**config.mk**
```make
export PLATFORM = sky130hd
export DESIGN_NAME = key_debounce
export DESIGN_NICKNAME = d
export VERILOG_FILES = /design/src/rtl/key_debounce_pkg.sv /design/src/rtl/sync_2ff.sv /design/src/rtl/key_debounce.sv
export SDC_FILE = /design/constraint.sdc
export NUM_CORES = 1
export LEC_CHECK = 0
export CAP_MARGIN = 20
export CORE_AREA = 2 2 82 84
export CTS_CLUSTER_DIAMETER = 200
export CTS_CLUSTER_SIZE = 28
export DETAILED_ROUTE_END_ITERATION = 7
export DIE_AREA = 0 0 84 86
export GPL_TIMING_DRIVEN = 0
export PLACE_DENSITY_LB_ADDON = 0.15
export SLEW_MARGIN = 20
export SYNTH_ARGS = -nofsm -noshare
export SYNTH_HDL_FRONTEND = slang
export SYNTH_SLANG_ARGS = --single-unit
```
**constraint.sdc**
```tcl
create_clock -name FPGA_CLK1_50 -period 2 [get_ports FPGA_CLK1_50]
set_input_delay 0.2 -clock FPGA_CLK1_50 [delete_from_list [all_inputs] [get_ports FPGA_CLK1_50]]
set_output_delay 0.2 -clock FPGA_CLK1_50 [all_outputs]
set_load 0.03 [all_outputs]
```
**src/rtl/key_debounce_pkg.sv**
```systemverilog
// key_debounce shared types and defaults.
// State encoding and 50 MHz timing constants.
package key_debounce_pkg;

    typedef enum logic [1:0] {
        RELEASED    = 2'd0,
        PRESS_CHK   = 2'd1,
        PRESSED     = 2'd2,
        RELEASE_CHK = 2'd3
    } db_state_e;

    // 20 ms stability window at 50 MHz
    localparam int DEF_DEBOUNCE_COUNT = 1_000_000;
    // 1 s hold for a long press at 50 MHz
    localparam int DEF_LONG_COUNT     = 50_000_000;

    // Debounced level is high while the key is held or
    // while a release is still being qualified.
    function automatic logic is_down(input db_state_e s);
        return (s == PRESSED) || (s == RELEASE_CHK);
    endfunction

endpackage

```
**src/rtl/sync_2ff.sv**
```systemverilog
// Two-flop synchronizer for asynchronous pins.
// Reset value selectable so idle pins read inactive.
module sync_2ff #(
    parameter int               WIDTH   = 1,
    parameter logic [WIDTH-1:0] RST_VAL = '1
) (
    input  logic             clk,
    input  logic             rst_n,
    input  logic [WIDTH-1:0] d,
    output logic [WIDTH-1:0] q
);

    logic [WIDTH-1:0] meta_q;
    logic [WIDTH-1:0] sync_q;

    // Shift the raw pin through two stages to settle metastability
    always_ff @(posedge clk or negedge rst_n) begin
        if (!rst_n) begin
            meta_q <= RST_VAL;
            sync_q <= RST_VAL;
        end else begin
            meta_q <= d;
            sync_q <= meta_q;
        end
    end

    assign q = sync_q;

endmodule

```
**src/rtl/key_debounce.sv**
```systemverilog
// Push-button conditioner: sync, debounce both edges,
// press/release/long strobes and a wrapping press count.
module key_debounce
    import key_debounce_pkg::*;
#(
    parameter int DEBOUNCE_COUNT = DEF_DEBOUNCE_COUNT,
    parameter int LONG_COUNT     = DEF_LONG_COUNT
) (
    input  logic       FPGA_CLK1_50,
    input  logic       rst,
    input  logic       key_n,
    output logic       key_level,
    output logic       press_pulse,
    output logic       release_pulse,
    output logic       long_pulse,
    output logic       long_active,
    output logic [7:0] press_count
);

    localparam int CW = $clog2(DEBOUNCE_COUNT);
    localparam int HW = $clog2(LONG_COUNT + 1);

    localparam logic [CW-1:0] CNT_LAST  = CW'(DEBOUNCE_COUNT - 1);
    localparam logic [HW-1:0] HOLD_LAST = HW'(LONG_COUNT - 1);
    localparam logic [HW-1:0] HOLD_MAX  = HW'(LONG_COUNT);

    logic key_s;

    db_state_e state_q, state_d;
    logic [CW-1:0] cnt_q, cnt_d;
    logic [HW-1:0] hcnt_q, hcnt_d;
    logic          key_level_q, key_level_d;
    logic          press_pulse_q, press_pulse_d;
    logic          release_pulse_q, release_pulse_d;
    logic          long_pulse_q, long_pulse_d;
    logic          long_active_q, long_active_d;
    logic [7:0]    press_count_q, press_count_d;

    // Idle pin level is 1 (released), so reset the chain to 1
    sync_2ff #(
        .WIDTH   (1),
        .RST_VAL (1'b1)
    ) u_sync (
        .clk   (FPGA_CLK1_50),
        .rst_n (rst),
        .d     (key_n),
        .q     (key_s)
    );

    // Next-state logic: qualify each edge over a full stable window
    always_comb begin
        state_d         = state_q;
        cnt_d           = cnt_q;
        hcnt_d          = hcnt_q;
        press_pulse_d   = 1'b0;
        release_pulse_d = 1'b0;
        long_pulse_d    = 1'b0;
        long_active_d   = long_active_q;
        press_count_d   = press_count_q;

        unique case (state_q)
            RELEASED: begin
                if (!key_s) begin
                    state_d = PRESS_CHK;
                    cnt_d   = '0;
                end
            end
            PRESS_CHK: begin
                if (key_s) begin
                    state_d = RELEASED;
                end else if (cnt_q == CNT_LAST) begin
                    state_d       = PRESSED;
                    press_pulse_d = 1'b1;
                    press_count_d = press_count_q + 8'd1;
                    hcnt_d        = '0;
                    cnt_d         = '0;
                end else begin
                    cnt_d = cnt_q + CW'(1);
                end
            end
            PRESSED: begin
                // Hold time saturates so the long strobe fires once
                if (hcnt_q != HOLD_MAX) begin
                    hcnt_d = hcnt_q + HW'(1);
                end
                if (hcnt_q == HOLD_LAST && !long_active_q) begin
                    long_pulse_d  = 1'b1;
                    long_active_d = 1'b1;
                end
                if (key_s) begin
                    state_d = RELEASE_CHK;
                    cnt_d   = '0;
                end
            end
            RELEASE_CHK: begin
                // Hold counter is frozen here; a rejected
                // release bounce resumes it where it stopped
                if (!key_s) begin
                    state_d = PRESSED;
                end else if (cnt_q == CNT_LAST) begin
                    state_d         = RELEASED;
                    release_pulse_d = 1'b1;
                    long_active_d   = 1'b0;
                    cnt_d           = '0;
                end else begin
                    cnt_d = cnt_q + CW'(1);
                end
            end
            default: begin
                state_d = RELEASED;
            end
        endcase

        key_level_d = is_down(state_d);
    end

    // State, counters and registered outputs
    always_ff @(posedge FPGA_CLK1_50 or negedge rst) begin
        if (!rst) begin
            state_q         <= RELEASED;
            cnt_q           <= '0;
            hcnt_q          <= '0;
            key_level_q     <= 1'b0;
            press_pulse_q   <= 1'b0;
            release_pulse_q <= 1'b0;
            long_pulse_q    <= 1'b0;
            long_active_q   <= 1'b0;
            press_count_q   <= 8'd0;
        end else begin
            state_q         <= state_d;
            cnt_q           <= cnt_d;
            hcnt_q          <= hcnt_d;
            key_level_q     <= key_level_d;
            press_pulse_q   <= press_pulse_d;
            release_pulse_q <= release_pulse_d;
            long_pulse_q    <= long_pulse_d;
            long_active_q   <= long_active_d;
            press_count_q   <= press_count_d;
        end
    end

    assign key_level     = key_level_q;
    assign press_pulse   = press_pulse_q;
    assign release_pulse = release_pulse_q;
    assign long_pulse    = long_pulse_q;
    assign long_active   = long_active_q;
    assign press_count   = press_count_q;

endmodule

```
# ---- Yosys cells after proc, flatten, opt, wreduce, memory -nomap -nowiden
# Index checks and enable logic that the tools add are counted.
# W data, S select, Z words.
dict set report totals {
  reg_bits 63
}
dict set report op_classes {
  addsub 3
  n_bitwise 1
  mux 28
  reduce_logical 10
  eq_ne 16
}
# cell n
set ops {}
lappend ops {{$mux W20} 5}
lappend ops {{$pmux W20 S4} 1}
lappend ops {{$mux W26} 3}
lappend ops {{$pmux W26 S2} 1}
lappend ops {{$add A26 B1 Y26 const B} 1}
lappend ops {{$eq A26 B26 Y1 const B} 1}
lappend ops {{$ne A26 B26 Y1 const B} 1}
lappend ops {{$add A20 B1 Y20 const B} 1}
lappend ops {{$eq A20 B20 Y1 const B} 1}
lappend ops {{$mux W2} 6}
lappend ops {{$ne A2 B2 Y1 const B} 6}
lappend ops {{$reduce_and A4 Y1} 3}
lappend ops {{$mux W1} 10}
lappend ops {{$add A8 B1 Y8 const B} 1}
lappend ops {{$eq A2 B2 Y1 const B} 4}
lappend ops {{$pmux W2 S4} 1}
lappend ops {{$ne A2 B1 Y1 const B} 2}
lappend ops {{$reduce_bool A2 Y1} 2}
lappend ops {{$reduce_and A3 Y1} 1}
lappend ops {{$eq A2 B1 Y1 const B} 1}
lappend ops {{$logic_not A2 Y1} 1}
lappend ops {{$pmux W1 S2} 1}
lappend ops {{$logic_and A1 B1 Y1} 1}
lappend ops {{$logic_not A1 Y1} 1}
lappend ops {{2 further kinds} 2}

# ---- Logic depth before layout (Yosys ltp)
dict set report logic_depth {
  ltp_word 6
  depth_mapped 8
  depth_no_buf 7
}

# ---- Hierarchy
# A second synthesis with hierarchy kept.
dict set report hier_totals {
  hier_cells 322
  area_unflattened_um2 3203.1
}
# module n_inst cells_each seq_area_each_um2 area_per_inst_um2
set by_module_without_submodules {}
lappend by_module_without_submodules {key_debounce 1 320 1526.5 3150.5}
lappend by_module_without_submodules {sync_2ff 1 2 52.6 52.6}

# ---- Least setup slack after synthesis
# Ideal clock, no wire load.
dict set report synth_path {
  path_type {register to register}
  start {register state_q[1]}
  end {register cnt_q[19]}
  period_less_slack_ns 1.894
  setup_slack_ns 0.106
  arrival_time_ns 1.763
  n_path_buf 2
  setup_ns 0.131
  stages_incl_launch_ff 8
  path_cell_list {dfrtp_1 > buf_6 > xor2_1 > or4_1 > buf_2 > nor4_4 > xnor2_1 > nor2_2}
}
dict set report synth_between {
  elab_chain_len 3
  elab_cells_between_ends 10
  classes_between {eq/ne: 7; mux: 1; reduce/logical: 2}
}
# element line_no
set synth_lines {}
lappend synth_lines {{start: declaration} key_debounce.sv:29} ;# db_state_e state_q, state_d;
lappend synth_lines {{start signal: assignment} key_debounce.sv:130} ;# state_q <= state_d;
lappend synth_lines {{$eq A2 B1 Y1, or another cell as far along} key_debounce.sv:61} ;# unique case (state_q)
lappend synth_lines {{$ne A2 B2 Y1 (no source line) / $ne A2 B1 Y1 (equally long branches)} n/a}
lappend synth_lines {{$reduce_and A4 Y1 (no source line)} n/a}
lappend synth_lines {{end signal: assignment} key_debounce.sv:131} ;# cnt_q <= cnt_d;
lappend synth_lines {{end: declaration} key_debounce.sv:30} ;# logic [CW-1:0] cnt_q, cnt_d;
# Parallel ways exist; a longest one is shown, timed or not.
# A chain may end at the register's enable or synchronous reset.

# ---- Final worst setup path
dict set report layout_path {
  start {register state_q[1]}
  end {register cnt_q[14]}
}
# The elaborated chain is that of the path after synthesis.

==> run_results.csv <==
group,metric,value,unit
die,io-pin-count,16,
timing,fin_worst_skew,0.01043,ns
grt,grt_max_degree,43,
hold_path,hp-start,"key_n",
run_status,status,"completed",
power_and_ir_drop,leakagePower,0.001628,uW
die,core_area,6277,um^2
die,start_util,49.45,%
layout,stdcell_count,433,
layout,nFillCells,539,
setup_path,path_buf_inv,2,
synth,synth_compound_area_share,4.353,%
timing,setup_tns,0,ns
setup_path,rr_startpoint,"state_q[1]$_DFF_PN0_",
layout,nNetsFinal,358,
route,vias_per_cell,5.490,
power_and_ir_drop,p_int,1826,uW
power_and_ir_drop,pwr-share-comb,3.2,%
power_and_ir_drop,p_sw,539.0,uW
setup_path,crit_path_cell_trace,"buf_6 -> xor2_2 -> or3_1 -> clkbuf_1 -> nor3_1 -> xnor2_1 -> nor2_1",
placed_design,dp_hpwl,4.222,mm
synth,synth_xor_area_share,12.13,%
grt,antenna_found_initial,0,
synth,yosysUniqueCellTypes,43,
timing,timing.final.setup_violations,0,
synth,syn_inst,316,
power_and_ir_drop,pwr-share-seq,55.3,%
synth,yosysWarnings,0,
setup_path,crit_slowest_cell,"dfrtp_1",
layout,antenna_cells,0,
synth,synth_area,3104,um^2
clock_tree,cts_sinks,63,
die,fp.dieH,86,um
grt,grt_pass1_vias,2275,
setup_path,cp.arrival,2.09,ns
setup_path,endpoint_kind,"register",
layout,drive_gt1_share,15.17,%
clock_tree,ctsLongestPathBuffers,2,
power_and_ir_drop,switching_share,22.79,%
timing,hold_viol_final,0,
die,design.die.area,7224,um^2
placed_design,gp_congestion,0.7767,
timing,max_slew.worst_pin.slew,0.5598,ns
power_and_ir_drop,ir_drop,0.3568,mV
setup_path,crit_family,"simple AND/OR/NAND/NOR gates",
synth,yosys.area_share.simple,27.89,%
setup_path,regToRegSetupSlack,0.13,ns
setup_path,critical-path-max-stage-delay,0.37,ns
layout,area_growth,19.79,%
clock_tree,cts_max_level,3,
hold_path,hold_depth,1,
grt,grt_use_total,19.25,%
clock_tree,cts_buffers,9,
setup_path,rr_worst_depth,7,
route,ant_nets,0,
route,wl_per_cell,14.75,um
setup_path,crit_required,2.22,ns
synth,synth-seq-cells,63,
synth,synth_nets,323,
power_and_ir_drop,clkPwrFrac,41.4,%
synth,synthMuxAreaShare,0.3628,%
timing,fin_hold_ws,0.2740,ns
route,routed_wl,6.388,mm
layout,fin_util,59.24,%
route,drc,0,
setup_path,worstReg2RegEnd,"cnt_q[14]$_DFFE_PN0P_",
hold_path,hold-path-endpoint,"u_sync.meta_q$_DFF_PN1_",
die,rows,29,
setup_path,start_kind,"register",
die,die_x,84,um
placed_design,port_buffers,15,
synth,synthAdderAreaFrac,1.612,%
timing,timing.final.crit_share,93.56,%
clock_tree,cts_tree,"built",
clock_tree,clock-root-buffer,"clkbuf_8",
grt,grt_pass1_wl,11.04,mm
route,vias,2377,
setup_path,critPathKind,"reg2reg",
setup_path,crit_fanout,9,
flow_run,maxCapViolations,0,
timing,layout_min_cycle_time,1.871,ns
clock_tree,cts.clk_slew.worst_paths,0.07,ns
timing,slew_headroom,62.48,%
grt,grt_overflow_total,0,
timing,maxSlewViolCount,0,
synth,yosysSeqAreaShare,50.87,%
power_and_ir_drop,power.density,636.1,nW/um^2
route,drt_first_pass_iters,4,
synth,synth_top_family_by_area,"simple AND/OR/NAND/NOR gates",
clock_tree,insertion_delay,0.33,ns
hold_path,hold_class,"in2reg",
route,first_iter_violations,128,
synth,synth.avg_cell_area,9.824,um^2
placed_design,dp.cells,409,
timing,max_freq,0.5344,GHz
timing,rsz0062_at_grt,"true",
[through the flow]
step | total power, uW | area (um^2) | setup slack, ns
floorplan | 1349 | 3104 | 0.1062
global placement | 1389 | 3351 | -1.358
detailed placement | 1395 | 3368 | -0.3019
CTS | 2376 | 3602 | 0.002184
global route | 2458 | 3719 | -0.01641
finish | 2365 | 3719 | 0.1288
[logic make-up after synthesis]
kind of cell             count (synthesis)
AND/OR/NAND/NOR                        166
flip-flops                              63
XOR/XNOR                                43
AO/OA/AOI/OAI                           21
buffers and inverters                   18
adder cells (fa/ha/maj)                  4
multiplexers                             1
[power by group through the flow]
stage | logic, uW | clock network [uW] | registers, uW
5_1_grt | 89.1 | 1060 | 1310
6_report | 76.8 | 980 | 1310
3_3_place_gp | 61.4 | 0 | 1330
3_5_place_dp | 67.5 | 0 | 1330
4_1_cts | 70.9 | 1000 | 1300
2_1_floorplan | 26.2 | 0 | 1320
[how the worst max path moves through the flow]
stage                               from                         end  cells after the start
floorplan           state_q[1]$_DFF_PN0_       cnt_q[19]$_DFFE_PN0P_                      7
global placement                     rst      hcnt_q[13]$_DFFE_PN0P_                      1
detailed placement  cnt_q[0]$_DFFE_PN0P_       cnt_q[12]$_DFFE_PN0P_                      7
CTS                 state_q[1]$_DFF_PN0_       cnt_q[19]$_DFFE_PN0P_                      7
global route        state_q[1]$_DFF_PN0_  press_count[3]$_DFFE_PN0P_                      8
finish              state_q[1]$_DFF_PN0_       cnt_q[14]$_DFFE_PN0P_                      7
[worst register-to-register path, cell delays in order, from the launching register on]
cell and delay, ns:
dfrtp_1 0.37, buf_6 0.14, xor2_2 0.19, or3_1 0.37, clkbuf_1 0.20, nor3_1 0.25
xnor2_1 0.18, nor2_1 0.06
[flip-flops by register name, summed over array words and instances, names as in the netlist]
| name | count |
|---|---|
| u_sync.meta_q | 1 |
| press_count | 8 |
| release_pulse | 1 |
| long_pulse | 1 |
| hcnt_q | 26 |
| long_active | 1 |
| u_sync.q | 1 |
| press_pulse | 1 |
| state_q | 2 |
| key_level | 1 |
| cnt_q | 20 |
[timing repair]
item | 4_1_cts | 5_1_grt
resized for setup | 9 | 15
endpoints found under the setup margin | 47 | 48
buffers inserted | 2 | 5
hold endpoints to repair | 20 | 0
hold buffers | 1 | 0
pin swaps | 2 | 5
[routing by layer]
metal,track usage (%),share of wire [%]
met2,29.16,46
met5,0,0
met4,8.798,1.7
met3,2.984,3.3
met1,27.41,49
[cells in the mapped netlist]
cell / number / area share, %
nor3_1: 10 / 1.6
nor2b_1: 3 / 0.60
nor4_1: 7 / 1.4
and4_1: 2 / 0.56
nand3b_1: 1 / 0.24
dfrtp_1: 61 / 49
nor4bb_1: 1 / 0.32
xnor2_1: 24 / 6.8
buf_4: 2 / 0.48
nand4_1: 17 / 3.4
or3_1: 4 / 0.81
o31ai_1: 3 / 0.73
nor2_1: 49 / 5.9
nand4b_1: 3 / 0.85
nand3_1: 21 / 3.4
o311ai_0: 1 / 0.28
inv_2: 1 / 0.12
clkbuf_1: 3 / 0.36
dfstp_2: 2 / 1.7
ha_1: 4 / 1.6
o211ai_1: 3 / 0.73
nor4_4: 1 / 0.69
buf_2: 3 / 0.48
o21a_1: 1 / 0.24
mux2_2: 1 / 0.36
buf_6: 1 / 0.36
o21bai_1: 1 / 0.24
xor2_1: 19 / 5.4
or2_2: 3 / 0.60
inv_1: 8 / 0.97
nor3_2: 1 / 0.32
a21oi_1: 4 / 0.64
a21boi_0: 1 / 0.24
o2bb2ai_1: 1 / 0.28
nor4b_1: 3 / 0.85
nand2_1: 24 / 2.9
nand2b_1: 2 / 0.40
and2_1: 1 / 0.20
o21ai_0: 6 / 0.97
nor2_2: 1 / 0.20
and3_1: 9 / 1.8
or3b_2: 1 / 0.28
or4_1: 2 / 0.48
[cell type report]
class | instances | area, um^2 | area share, %
Buffer | 9 | 67.56 | 1.817
Clock buffer | 12 | 155.1 | 4.172
Clock inverter | 4 | 20.02 | 0.5384
Inverter | 9 | 33.78 | 0.9085
Multi-Input combinational cell | 235 | 1534 | 41.25
Sequential cell | 63 | 1582 | 42.53
Tap cell | 77 | 96.34 | 2.591
Timing Repair Buffer | 24 | 230.2 | 6.191
[cell usage in the layout, fill, tap and decap left out, types with 4 or more instances in the layout]
master / instances
inv_1: 8
or3_1: 4
xor2_1: 18
nand4_1: 17
clkinv_2: 4
nor3_1: 6
nor2_1: 48
clkdlybuf4s50_1: 14
nand2_1: 24
xnor2_1: 24
a21oi_1: 4
o21ai_0: 6
clkbuf_1: 4
nand3_1: 21
and3_1: 9
buf_4: 11
dfrtp_1: 59
clkbuf_8: 11
Note: power is estimated with default switching activity, not from simulation.
